==> src/rtl/ram_pkg.sv <==
// Shared constants and types for the burst controller that fronts the 64x8 single-port RAM.
package ram_pkg;

   localparam int DW    = 8;
   localparam int AW    = 6;
   localparam int DEPTH = 2 ** AW;

   typedef enum logic [2:0] {
      IDLE,
      WR,
      RD_ISSUE,
      RD_WAIT,
      RD_RESP
   } state_e;

   typedef struct packed {
      logic          write;
      logic [AW-1:0] addr;
      logic [AW-1:0] len;
   } cmd_t;

   // Word addresses wrap modulo DEPTH with no error indication.
   function automatic logic [AW-1:0] addr_inc(input logic [AW-1:0] a);
      return AW'((int'(a) + 1) % DEPTH);
   endfunction

endpackage

==> src/rtl/ram_burst_ctrl_if.sv <==
// Command, write-data and read-response streams between a requester and ram_burst_ctrl.
interface ram_burst_ctrl_if;
   import ram_pkg::*;

   logic          req_valid;
   logic          req_ready;
   logic          req_write;
   logic [AW-1:0] req_addr;
   logic [AW-1:0] req_len;

   logic          wd_valid;
   logic          wd_ready;
   logic [DW-1:0] wd_data;

   logic          rd_valid;
   logic          rd_ready;
   logic [DW-1:0] rd_data;

   modport master (
      output req_valid, req_write, req_addr, req_len, wd_valid, wd_data, rd_ready,
      input  req_ready, wd_ready, rd_valid, rd_data
   );

   modport slave (
      input  req_valid, req_write, req_addr, req_len, wd_valid, wd_data, rd_ready,
      output req_ready, wd_ready, rd_valid, rd_data
   );

endinterface

==> src/rtl/ram_addr_gen.sv <==
// Burst address generator: start-address load, wrapping increment, beat counter and last-beat flag.
module ram_addr_gen
   import ram_pkg::*;
(
   input  logic          clk,
   input  logic          rst_n,
   input  logic          load,
   input  logic          advance,
   input  logic [AW-1:0] start_addr,
   input  logic [AW-1:0] len,
   output logic [AW-1:0] addr,
   output logic [AW-1:0] addr_next,
   output logic          last
);

   logic [AW-1:0] addr_q, addr_d;
   logic [AW-1:0] cnt_q,  cnt_d;
   logic [AW-1:0] len_q,  len_d;

   always_comb begin
      // NOTE: every variable gets a default first, so no path can leave one unassigned and infer a latch.
      addr_d = addr_q;
      cnt_d  = cnt_q;
      len_d  = len_q;
      if (load) begin
         addr_d = start_addr;
         cnt_d  = '0;
         len_d  = len;
      end else if (advance) begin
         addr_d = addr_inc(addr_q);
         cnt_d  = cnt_q + AW'(1);
      end
   end

   // NOTE: non-blocking assignments for all flops so every register samples pre-edge values.
   always_ff @(posedge clk or negedge rst_n) begin
      if (!rst_n) begin
         addr_q <= '0;
         cnt_q  <= '0;
         len_q  <= '0;
      end else begin
         addr_q <= addr_d;
         cnt_q  <= cnt_d;
         len_q  <= len_d;
      end
   end

   assign addr      = addr_q;
   assign addr_next = addr_inc(addr_q);
   assign last      = (cnt_q == len_q);

endmodule

==> src/rtl/ram_burst_ctrl.sv <==
// Request-side burst controller for the 64x8 single-port RAM: one beat at a time, at most one read in flight.
module ram_burst_ctrl
   import ram_pkg::*;
#(
   parameter int RD_LAT = 1
) (
   input  logic            clk,
   input  logic            rst_n,
   ram_burst_ctrl_if.slave bus,
   output logic            busy,
   output logic            ram_we,
   output logic [AW-1:0]   ram_addr,
   output logic [DW-1:0]   ram_wdata,
   input  logic [DW-1:0]   ram_rdata
);

   localparam int             WCW       = 2;
   localparam logic [WCW-1:0] WAIT_LAST = WCW'(RD_LAT - 1);

   state_e         state_q,     state_d;
   logic           ram_we_q,    ram_we_d;
   logic [AW-1:0]  ram_addr_q,  ram_addr_d;
   logic [DW-1:0]  ram_wdata_q, ram_wdata_d;
   logic [DW-1:0]  rd_data_q,   rd_data_d;
   logic [WCW-1:0] wait_q,      wait_d;

   cmd_t          req_cmd;
   logic          ag_load, ag_advance, ag_last;
   logic [AW-1:0] ag_addr, ag_addr_next;

   assign req_cmd = '{write: bus.req_write, addr: bus.req_addr, len: bus.req_len};

   ram_addr_gen u_addr_gen (
      .clk        (clk),
      .rst_n      (rst_n),
      .load       (ag_load),
      .advance    (ag_advance),
      .start_addr (req_cmd.addr),
      .len        (req_cmd.len),
      .addr       (ag_addr),
      .addr_next  (ag_addr_next),
      .last       (ag_last)
   );

   always_comb begin
      state_d     = state_q;
      ram_we_d    = 1'b0;
      ram_addr_d  = ram_addr_q;
      ram_wdata_d = ram_wdata_q;
      rd_data_d   = rd_data_q;
      wait_d      = wait_q;
      ag_load     = 1'b0;
      ag_advance  = 1'b0;
      unique case (state_q)
         IDLE: if (bus.req_valid) begin
            ag_load = 1'b1;
            if (req_cmd.write) begin
               state_d = WR;
            end else begin
               // Read address is registered on entry so it is already stable throughout RD_ISSUE.
               ram_addr_d = req_cmd.addr;
               state_d    = RD_ISSUE;
            end
         end
         WR: if (bus.wd_valid) begin
            ram_we_d    = 1'b1;
            ram_addr_d  = ag_addr;
            ram_wdata_d = bus.wd_data;
            ag_advance  = 1'b1;
            if (ag_last) state_d = IDLE;
         end
         RD_ISSUE: begin
            wait_d  = '0;
            state_d = RD_WAIT;
         end
         RD_WAIT: if (wait_q == WAIT_LAST) begin
            rd_data_d = ram_rdata;
            state_d   = RD_RESP;
         end else begin
            wait_d = wait_q + WCW'(1);
         end
         RD_RESP: if (bus.rd_ready) begin
            if (ag_last) begin
               state_d = IDLE;
            end else begin
               ag_advance = 1'b1;
               ram_addr_d = ag_addr_next;
               state_d    = RD_ISSUE;
            end
         end
         default: state_d = IDLE;
      endcase
   end

   // Async reset clears ram_we_q directly, so a reset mid-burst kills the write pulse without waiting for a clock.
   always_ff @(posedge clk or negedge rst_n) begin
      if (!rst_n) begin
         state_q     <= IDLE;
         ram_we_q    <= 1'b0;
         ram_addr_q  <= '0;
         ram_wdata_q <= '0;
         rd_data_q   <= '0;
         wait_q      <= '0;
      end else begin
         state_q     <= state_d;
         ram_we_q    <= ram_we_d;
         ram_addr_q  <= ram_addr_d;
         ram_wdata_q <= ram_wdata_d;
         rd_data_q   <= rd_data_d;
         wait_q      <= wait_d;
      end
   end

   assign bus.req_ready = (state_q == IDLE);
   assign bus.wd_ready  = (state_q == WR);
   assign bus.rd_valid  = (state_q == RD_RESP);
   assign bus.rd_data   = rd_data_q;
   assign busy          = (state_q != IDLE);
   assign ram_we        = ram_we_q;
   assign ram_addr      = ram_addr_q;
   assign ram_wdata     = ram_wdata_q;

endmodule
==> src/flat_wrapper.sv <==
// flat-port wrapper written by rule: the top's interface ports become plain ports
module ram_burst_ctrl_flat import ram_pkg::*;
#(
   parameter int RD_LAT = 1
)
  (clk, rst_n, busy, ram_we, ram_addr, ram_wdata, ram_rdata, bus_req_valid, bus_req_write, bus_req_addr, bus_req_len, bus_wd_valid, bus_wd_data, bus_rd_ready, bus_req_ready, bus_wd_ready, bus_rd_valid, bus_rd_data);
  ram_burst_ctrl_if bus_i ();
  input  logic clk;
  input  logic rst_n;
  output logic busy;
  output logic ram_we;
  output logic [AW-1:0] ram_addr;
  output logic [DW-1:0] ram_wdata;
  input  logic [DW-1:0] ram_rdata;
  input wire logic [$bits(bus_i.req_valid)-1:0] bus_req_valid;
  input wire logic [$bits(bus_i.req_write)-1:0] bus_req_write;
  input wire logic [$bits(bus_i.req_addr)-1:0] bus_req_addr;
  input wire logic [$bits(bus_i.req_len)-1:0] bus_req_len;
  input wire logic [$bits(bus_i.wd_valid)-1:0] bus_wd_valid;
  input wire logic [$bits(bus_i.wd_data)-1:0] bus_wd_data;
  input wire logic [$bits(bus_i.rd_ready)-1:0] bus_rd_ready;
  output wire logic [$bits(bus_i.req_ready)-1:0] bus_req_ready;
  output wire logic [$bits(bus_i.wd_ready)-1:0] bus_wd_ready;
  output wire logic [$bits(bus_i.rd_valid)-1:0] bus_rd_valid;
  output wire logic [$bits(bus_i.rd_data)-1:0] bus_rd_data;
  assign bus_i.req_valid = bus_req_valid;
  assign bus_i.req_write = bus_req_write;
  assign bus_i.req_addr = bus_req_addr;
  assign bus_i.req_len = bus_req_len;
  assign bus_i.wd_valid = bus_wd_valid;
  assign bus_i.wd_data = bus_wd_data;
  assign bus_i.rd_ready = bus_rd_ready;
  assign bus_req_ready = bus_i.req_ready;
  assign bus_wd_ready = bus_i.wd_ready;
  assign bus_rd_valid = bus_i.rd_valid;
  assign bus_rd_data = bus_i.rd_data;
  ram_burst_ctrl #(.RD_LAT(RD_LAT)) u_core (.clk(clk), .rst_n(rst_n), .bus(bus_i), .busy(busy), .ram_we(ram_we), .ram_addr(ram_addr), .ram_wdata(ram_wdata), .ram_rdata(ram_rdata));
endmodule
==> config.mk <==
export PLATFORM = sky130hd
export DESIGN_NAME = ram_burst_ctrl_flat
export DESIGN_NICKNAME = d
export VERILOG_FILES = /design/src/rtl/ram_pkg.sv /design/src/rtl/ram_burst_ctrl_if.sv /design/src/rtl/ram_addr_gen.sv /design/src/rtl/ram_burst_ctrl.sv /design/src/flat_wrapper.sv
export SDC_FILE = /design/constraint.sdc
export NUM_CORES = 1
export LEC_CHECK = 0
export BUFFER_PORTS_ARGS = -buffer_cell sky130_fd_sc_hd__buf_2
export CAP_MARGIN = 20
export CELL_PAD_IN_SITES_DETAIL_PLACEMENT = 1
export CELL_PAD_IN_SITES_GLOBAL_PLACEMENT = 2
export CORE_MARGIN = 2
export CORE_UTILIZATION = 30
export DETAILED_ROUTE_END_ITERATION = 8
export PLACE_DENSITY = 0.76
export SKIP_CTS_REPAIR_TIMING = 1
export SYNTH_ARGS = -nofsm -noshare
export SYNTH_HDL_FRONTEND = slang
export SYNTH_SLANG_ARGS = --single-unit
==> constraint.sdc <==
create_clock -name clk -period 3.4 [get_ports clk]
set_clock_uncertainty 0.2 [all_clocks]
set_input_delay 0.17 -clock clk [delete_from_list [all_inputs] [get_ports clk]]
set_output_delay 0.17 -clock clk [all_outputs]
set_load 0.005 [all_outputs]
==> results.md, run 1 <==
* Grt ovf at 0
* XOR/XNOR Fraction of Synth Area at 3.03%
* GRT Util Overall at 14.1%
* Sum Neg Setup Slack at 0 ns
* Total Wirelength at 6030 um
* Synth Area in Compound Gates at 14.5%
* Worst Tran Pin Value at 0.737 ns
* Std-Cell Rows at 32
* Crit-path max FO at 12
* Final hold viol count at 2
* Clk pin slew, worst setup/hold paths at 0.09 ns
* Cts bufs inserted at 5
* Layout cells sized above 1 at 31.7%
* Worst path arrival time at 2.46 ns
* CTS tree: done
* Syn-to-layout area delta at 31.8%
* Max Cap Viol at 0
* Synthesized flop and latch total at 46
* FMAX at 409 MHz
* I/O pins at 61
* Seq/Total Area, Yosys at 49.7%
* Failing checks: hold timing
* CP Buf/Inv Count at 1
* Period utilization at 71.9%
* Crit-path leading delay family: simple AND/OR/NAND/NOR gates
* DRC Markers at 0
* Largest area contributor in the netlist: dfrtp_1
* Top cells by count, synth: dfrtp_1 (46), nand2_1 (31), mux2_2 (20)
* Detailed placement HPWL at 4310 um
* Post-synthesis mux area share at 13.0%
* RSZ-0062 raised after global routing: no
* Mapped Avg Cell Area at 10.4 um2
* Post-DR wirelength/cell at 14.8 um
* Ys flop type: dfrtp_1
* Total Power at 2.25 mW
* Number of port buffers at 60
* CP cell instances: or3b_1 -> clkinv_4 -> o211ai_2 -> and2_1 -> o32ai_2
* Most numerous cell in the Yosys netlist: dfrtp_1
* Largest net degree at the start of global routing at 26
* Syn Inst Count at 222
* CP Launch Type: flop
* Clock insertion delay at the later pin of the skew report at 0.31 ns
* Post-route ant nets at 0
* Synth top area cells: dfrtp_1 (50%), mux2_2 (9.7%), nand2_1 (5.0%)
* Antenna diodes at 0
* Vias in the first global route at 1856
* CP required at 3.41 ns
* Status: finished, violations left
* Worst path max stage delay at 0.58 ns
* Clock Path Buffers at 2
* Iter 0 DRT Violations at 40
* Dpl cells at 376
* Clk sinks at 46
* First-pass GRT wire length at 9400 um
* Root Driver: clkbuf_8
* H-Tree Depth at 2
* VDD IR max at 303 uV
* Via Count at 1944
* Post-synth ARST share at 100%
* Leakage at 1.40 nW
* Final Setup Violations at 0
* Core Area at 7610 um2
* Initial Util at 30.4%
* Die Wd at 91.9 um
* Final Core Density at 40.1%
* Pwr dens at 736 nW/um2
* Slew headroom at 50.9%
* Crit end category: flop
* Final #Nets at 342
* GPL Wtd Cong at 0.764
* Crit path kind: flop to flop
* Router iterations before antenna repair at 4
* Yosys warns at 0
* Largest family of logic cells by synthesized area: compound AO/OA/AOI/OAI gates
* Fin. max-slew vios at 0
* Die area at 8440 um2
* Antenna violations before repair at 0
* Number of synthesized flops with an enable pin at 0
* Die Y at 91.9 um
* Post-synthesis cell area at 2320 um2
* Synthesized-area fraction occupied by adder cells at 1.62%
* Syn_nets at 259
* Final hold slack at -0.0116 ns
* Synth cell types at 46
* Yosys top cell area share at 49.7%
* Worst Hold Class: primary input to flop
* Via density at 4.76
* GR Layer Usage met3 at 2.88%
* Grt met2 use at 23.7%
* Post-Synth Simple-Gate Area at 14.3%
* Period minus WS final at 2.45 ns
* Met1 Track Usage GR at 18.3%
* Final Non-Filler Cells at 408
* GRT busiest layer: met2
* Critical path's slowest cell: or3b_1
==> metal layers <==
metal | routed length [um] | part of all wire [%]
met1 | 2680 | 45
met2 | 3110 | 52
met3 | 138 | 2.3
met4 | 99 | 1.6
met5 | 0 | 0
==> cells in the final DEF, fill, tap and decap left out, types with 2 or more instances in the layout <==
master	count
a22oi_1	4
or3_1	2
mux2_2	20
a21oi_1	12
dlygate4sd3_1	24
o211ai_1	2
a2bb2oi_1	2
nand2_1	31
xnor2_1	6
nand3_1	12
mux2_1	5
o32ai_2	2
and3_1	2
nor2_1	11
o22ai_1	2
ha_1	3
nor2b_1	3
xor2_1	2
and2_1	3
buf_2	60
o21ai_0	8
dfrtp_1	46
o21ai_1	2
mux2i_1	2
nor3_1	2
clkbuf_8	5
a31oi_1	2
a211oi_1	2
inv_1	7
nand2b_1	2
==> state kept, by name, indices dropped and copies added (netlist names) <==
signal,count
u_core.bus.rd_data,8
u_core.ram_wdata,8
u_core.ram_addr,6
u_core.u_addr_gen.addr,6
u_core.u_addr_gen.cnt_q,6
u_core.u_addr_gen.len_q,6
u_core.state_q,3
u_core.wait_q,2
u_core.ram_we,1
==> report_power, final <==
| part | total, mW | internal (mW) | switching, mW |
|---|---|---|---|
| Clock | 0.414 | 0.220 | 0.194 |
| Combinational | 0.868 | 0.449 | 0.419 |
| Sequential | 0.966 | 0.779 | 0.187 |
| Total | 2.25 | 1.45 | 0.801 |
==> worst reg2reg max path, cell delays in order (launching register included) <==
cell and delay (ns):
dfrtp_1 0.53, or3b_1 0.58, clkinv_4 0.14, o211ai_2 0.24, and2_1 0.38, o32ai_2 0.28
==> kinds of logic (layout without fill, tap and decap cells) <==
| group | after synthesis | after routing |
|---|---|---|
| flops | 46 | 46 |
| simple gates | 72 | 72 |
| xor+xnor | 8 | 8 |
| mux | 27 | 27 |
| fa+ha+maj | 3 | 3 |
| compound gates | 48 | 48 |
| buf+inv | 18 | 102 |
==> through the flow <==
stage | area, um2 | setup slack (ns) | hold WS, ns
6_report | 3050 | 0.955 | -0.0116
5_1_grt | 3050 | 0.786 | 0.0152
4_1_cts | 2810 | 0.938 | -0.334
3_5_place_dp | 2700 | 0.969 | 0.00498
3_3_place_gp | 2700 | 1.03 | 0.00444
2_1_floorplan | 2320 | 1.44 | -0.326
==> path summary, 6_finish.rpt <==
check,slack [ns],end,startpoint,cells after the start
hold reg to reg,0.29,u_core.ram_addr[0],u_core.ram_addr[0],1
max in group asynchronous,2.08,u_core.u_addr_gen.addr[2],rst_n,3
hold / removal,-0.01,u_core.u_addr_gen.addr[3],bus_req_addr[3],3
setup reg to reg,0.95,u_core.u_addr_gen.cnt_q[3],u_core.state_q[0],5
min in group asynchronous,0.19,u_core.bus.rd_data[4],rst_n,2
setup / recovery,0.95,u_core.u_addr_gen.cnt_q[3],u_core.state_q[0],5
==> layout make-up <==
class                   instances  area [um2]
clock inverters                 2        37.5
multi-input cells             158        1080
clock buffers                   6        72.6
well taps                     102         128
inverters                       9        38.8
fillers                       895        4550
flip-flops and latches         46        1150
repair buffers                 85         548
Power figures use the tool's default switching activity.
==> run 2, diff against run 1 <==
--- a/config.mk
+++ b/config.mk
@@ -10,9 +10,9 @@
 export CELL_PAD_IN_SITES_DETAIL_PLACEMENT = 1
 export CELL_PAD_IN_SITES_GLOBAL_PLACEMENT = 2
 export CORE_MARGIN = 2
-export CORE_UTILIZATION = 30
+export CORE_UTILIZATION = 29
 export DETAILED_ROUTE_END_ITERATION = 8
-export PLACE_DENSITY = 0.76
+export PLACE_DENSITY = 0.77
 export SKIP_CTS_REPAIR_TIMING = 1
 export SYNTH_ARGS = -nofsm -noshare
 export SYNTH_HDL_FRONTEND = slang
==> constraint.sdc (replaced) <==
create_clock -name clk -period 2 [get_ports clk]
set_clock_uncertainty 0.2 [all_clocks]
set_input_delay 0.1 -clock clk [delete_from_list [all_inputs] [get_ports clk]]
set_output_delay 0.1 -clock clk [all_outputs]
set_load 0.005 [all_outputs]
==> run 2 against run 1 <==
  * The flow still finishes with violations (hold timing)
  * Via count is 5.0% higher
  * Hold slack worse by 0.034 ns
  * Final cell count is 6.6% higher
  * Critical path type unchanged
==> results.md, run 2 (synthesized netlist as in run 1, its figures left out) <==
* Layout cells sized above 1 at 38.4% (was 31.7%)
* Die Y at 93.4 um (was 91.9 um)
* Grt ovf at 0 (unchanged)
* Largest net degree at the start of global routing at 47 (was 26)
* Via Count at 2041 (was 1944)
* VDD IR max at 437 uV (was 303 uV)
* Final #Nets at 369 (was 342)
* Most frequent cells in the layout: buf_2 (60), dfrtp_1 (46), nand2_1 (31), dlygate4sd3_1 (27), buf_4 (24) (was buf_2 (60), dfrtp_1 (46), nand2_1 (31), dlygate4sd3_1 (24), mux2_2 (20))
* Clock Path Buffers at 2 (unchanged)
* CP Launch Type: flop (unchanged)
* FMAX at 530 MHz (was 409 MHz)
* Std-Cell Rows at 32 (unchanged)
* Fillers at 898 (was 895)
* Uppermost routed layer: met4 (unchanged)
* Die Wd at 93.4 um (was 91.9 um)
* Via density at 4.69 (was 4.76)
* Placed inst area at 2900 um2 (was 2700 um2)
* CP required at 2.00 ns (was 3.41 ns)
* Fin. max-slew vios at 0 (unchanged)
* Root Driver: clkbuf_8 (unchanged)
* Syn-to-layout area delta at 42.4% (was 31.8%)
* Crit end category: flop (unchanged)
* DRC Markers at 0 (unchanged)
* Clock insertion delay at the later pin of the skew report at 0.30 ns (was 0.31 ns)
* Number of port buffers at 60 (unchanged)
* Failing checks: hold timing (unchanged)
* Vias in the first global route at 2060 (was 1856)
* Initial Util at 30.0% (was 30.4%)
* GPL Wtd Cong at 0.772 (was 0.764)
* Final Setup Violations at 0 (unchanged)
* Seq. cell area at 1150 um2 (unchanged)
* CTS tree: done (unchanged)
* Final hold slack at -0.0453 ns (was -0.0116 ns)
* Iter 0 DRT Violations at 79 (was 40)
* Crit-path max FO at 11 (was 12)
* Post-route ant nets at 0 (unchanged)
* First-pass GRT wire length at 10600 um (was 9400 um)
* Worst Tran Pin Value at 0.620 ns (was 0.737 ns)
* Clk sinks at 46 (unchanged)
* Wl on met1 at 2980 um (was 2680 um)
* Router iterations before antenna repair at 4 (unchanged)
* Detailed placement HPWL at 4700 um (was 4310 um)
* Crit path kind: flop to flop (unchanged)
* Design Area, Final at 3300 um2 (was 3050 um2)
* Commonest non-fill, non-tap cell in the layout: buf_2 (unchanged)
* Pwr dens at 1180 nW/um2 (was 736 nW/um2)
* Total Wirelength at 6490 um (was 6030 um)
* Final hold viol count at 3 (was 2)
* RSZ-0062 raised after global routing: no (unchanged)
* Period utilization at 94.3% (was 71.9%)
* Antenna violations before repair at 0 (unchanged)
* I/O pins at 61 (unchanged)
* Clk pin slew, worst setup/hold paths at 0.10 ns (was 0.09 ns)
* Post-DR wirelength/cell at 14.9 um (was 14.8 um)
* Routed length on met2 at 3300 um (was 3110 um)
* Worst path arrival time at 1.89 ns (was 2.46 ns)
* DR WL met3 at 131 um (was 138 um)
* Worst Hold Class: primary input to flop (unchanged)
* Antenna diodes at 0 (unchanged)
* H-Tree Depth at 2 (unchanged)
* Period minus WS final at 1.89 ns (was 2.45 ns)
* Slew headroom at 58.7% (was 50.9%)
* Leakage at 1.52 nW (was 1.40 nW)
* Max Cap Viol at 0 (unchanged)
* Status: finished, violations left (unchanged)
* Multi-input gate area at 1120 um2 (was 1080 um2)
* GRT Util Overall at 15.2% (was 14.1%)
* Die area at 8720 um2 (was 8440 um2)
* Core Area at 7730 um2 (was 7610 um2)
* Cts bufs inserted at 5 (unchanged)
[run 2: per-layer routing]
layer  global-route usage [%]  vias to the layer above
li1                         -                     1008
met1                     20.7                     1004
met2                     25.1                       24
met3                     2.01                        5
met4                     4.78                        0
met5                        0                        -
[run 2: final cells by class]
cell class              instances  area share (%)
flip-flops and latches         46            34.9
multi-input cells             158            33.9
repair buffers                112            23.4
well taps                     102            3.87
clock buffers                   5            2.09
inverters                       9            1.18
clock inverters                 3           0.721
[run 2: path summary, 6_finish.rpt]
kind	slack, ns	startpoint	cells past startpoint	to
worst max-delay path	0.11	u_core.state_q[0]	6	u_core.u_addr_gen.addr[4]
max in group asynchronous	0.95	rst_n	3	u_core.u_addr_gen.addr[0]
worst min-delay path	-0.05	bus_req_addr[4]	4	u_core.ram_addr[4]
worst min register to register	0.30	u_core.ram_addr[4]	1	u_core.ram_addr[4]
min in group asynchronous	0.22	rst_n	3	u_core.ram_wdata[2]
worst max register to register	0.11	u_core.state_q[0]	6	u_core.u_addr_gen.addr[4]
[run 2: worst max-delay path: stages (launching register included)]
cell      delay, ns
dfrtp_1        0.39
buf_4          0.18
mux2i_2        0.17
nand2b_1       0.19
buf_4          0.17
nand2_1        0.14
mux2_2         0.35
[run 2: power by group]
part | leakage [nW] | internal, mW | switching (mW)
combinational | 0.936 | 0.900 | 0.801
clock | 0.0408 | 0.251 | 0.349
sequential | 0.548 | 1.32 | 0.279
total | 1.52 | 2.47 | 1.43
[run 2: metrics by stage]
stage	setup TNS, ns	cells	util (%)	setup slack (ns)	power [mW]
floorplan	0	222	-	0.0372	2.57
global placement	0	400	37.5	0.0786	3.21
detailed placement	0	400	37.5	0.0128	3.28
CTS	-0.00969	408	38.7	-0.00557	3.90
global route	0	435	42.7	0.0109	4.26
finish	0	435	42.7	0.113	3.90
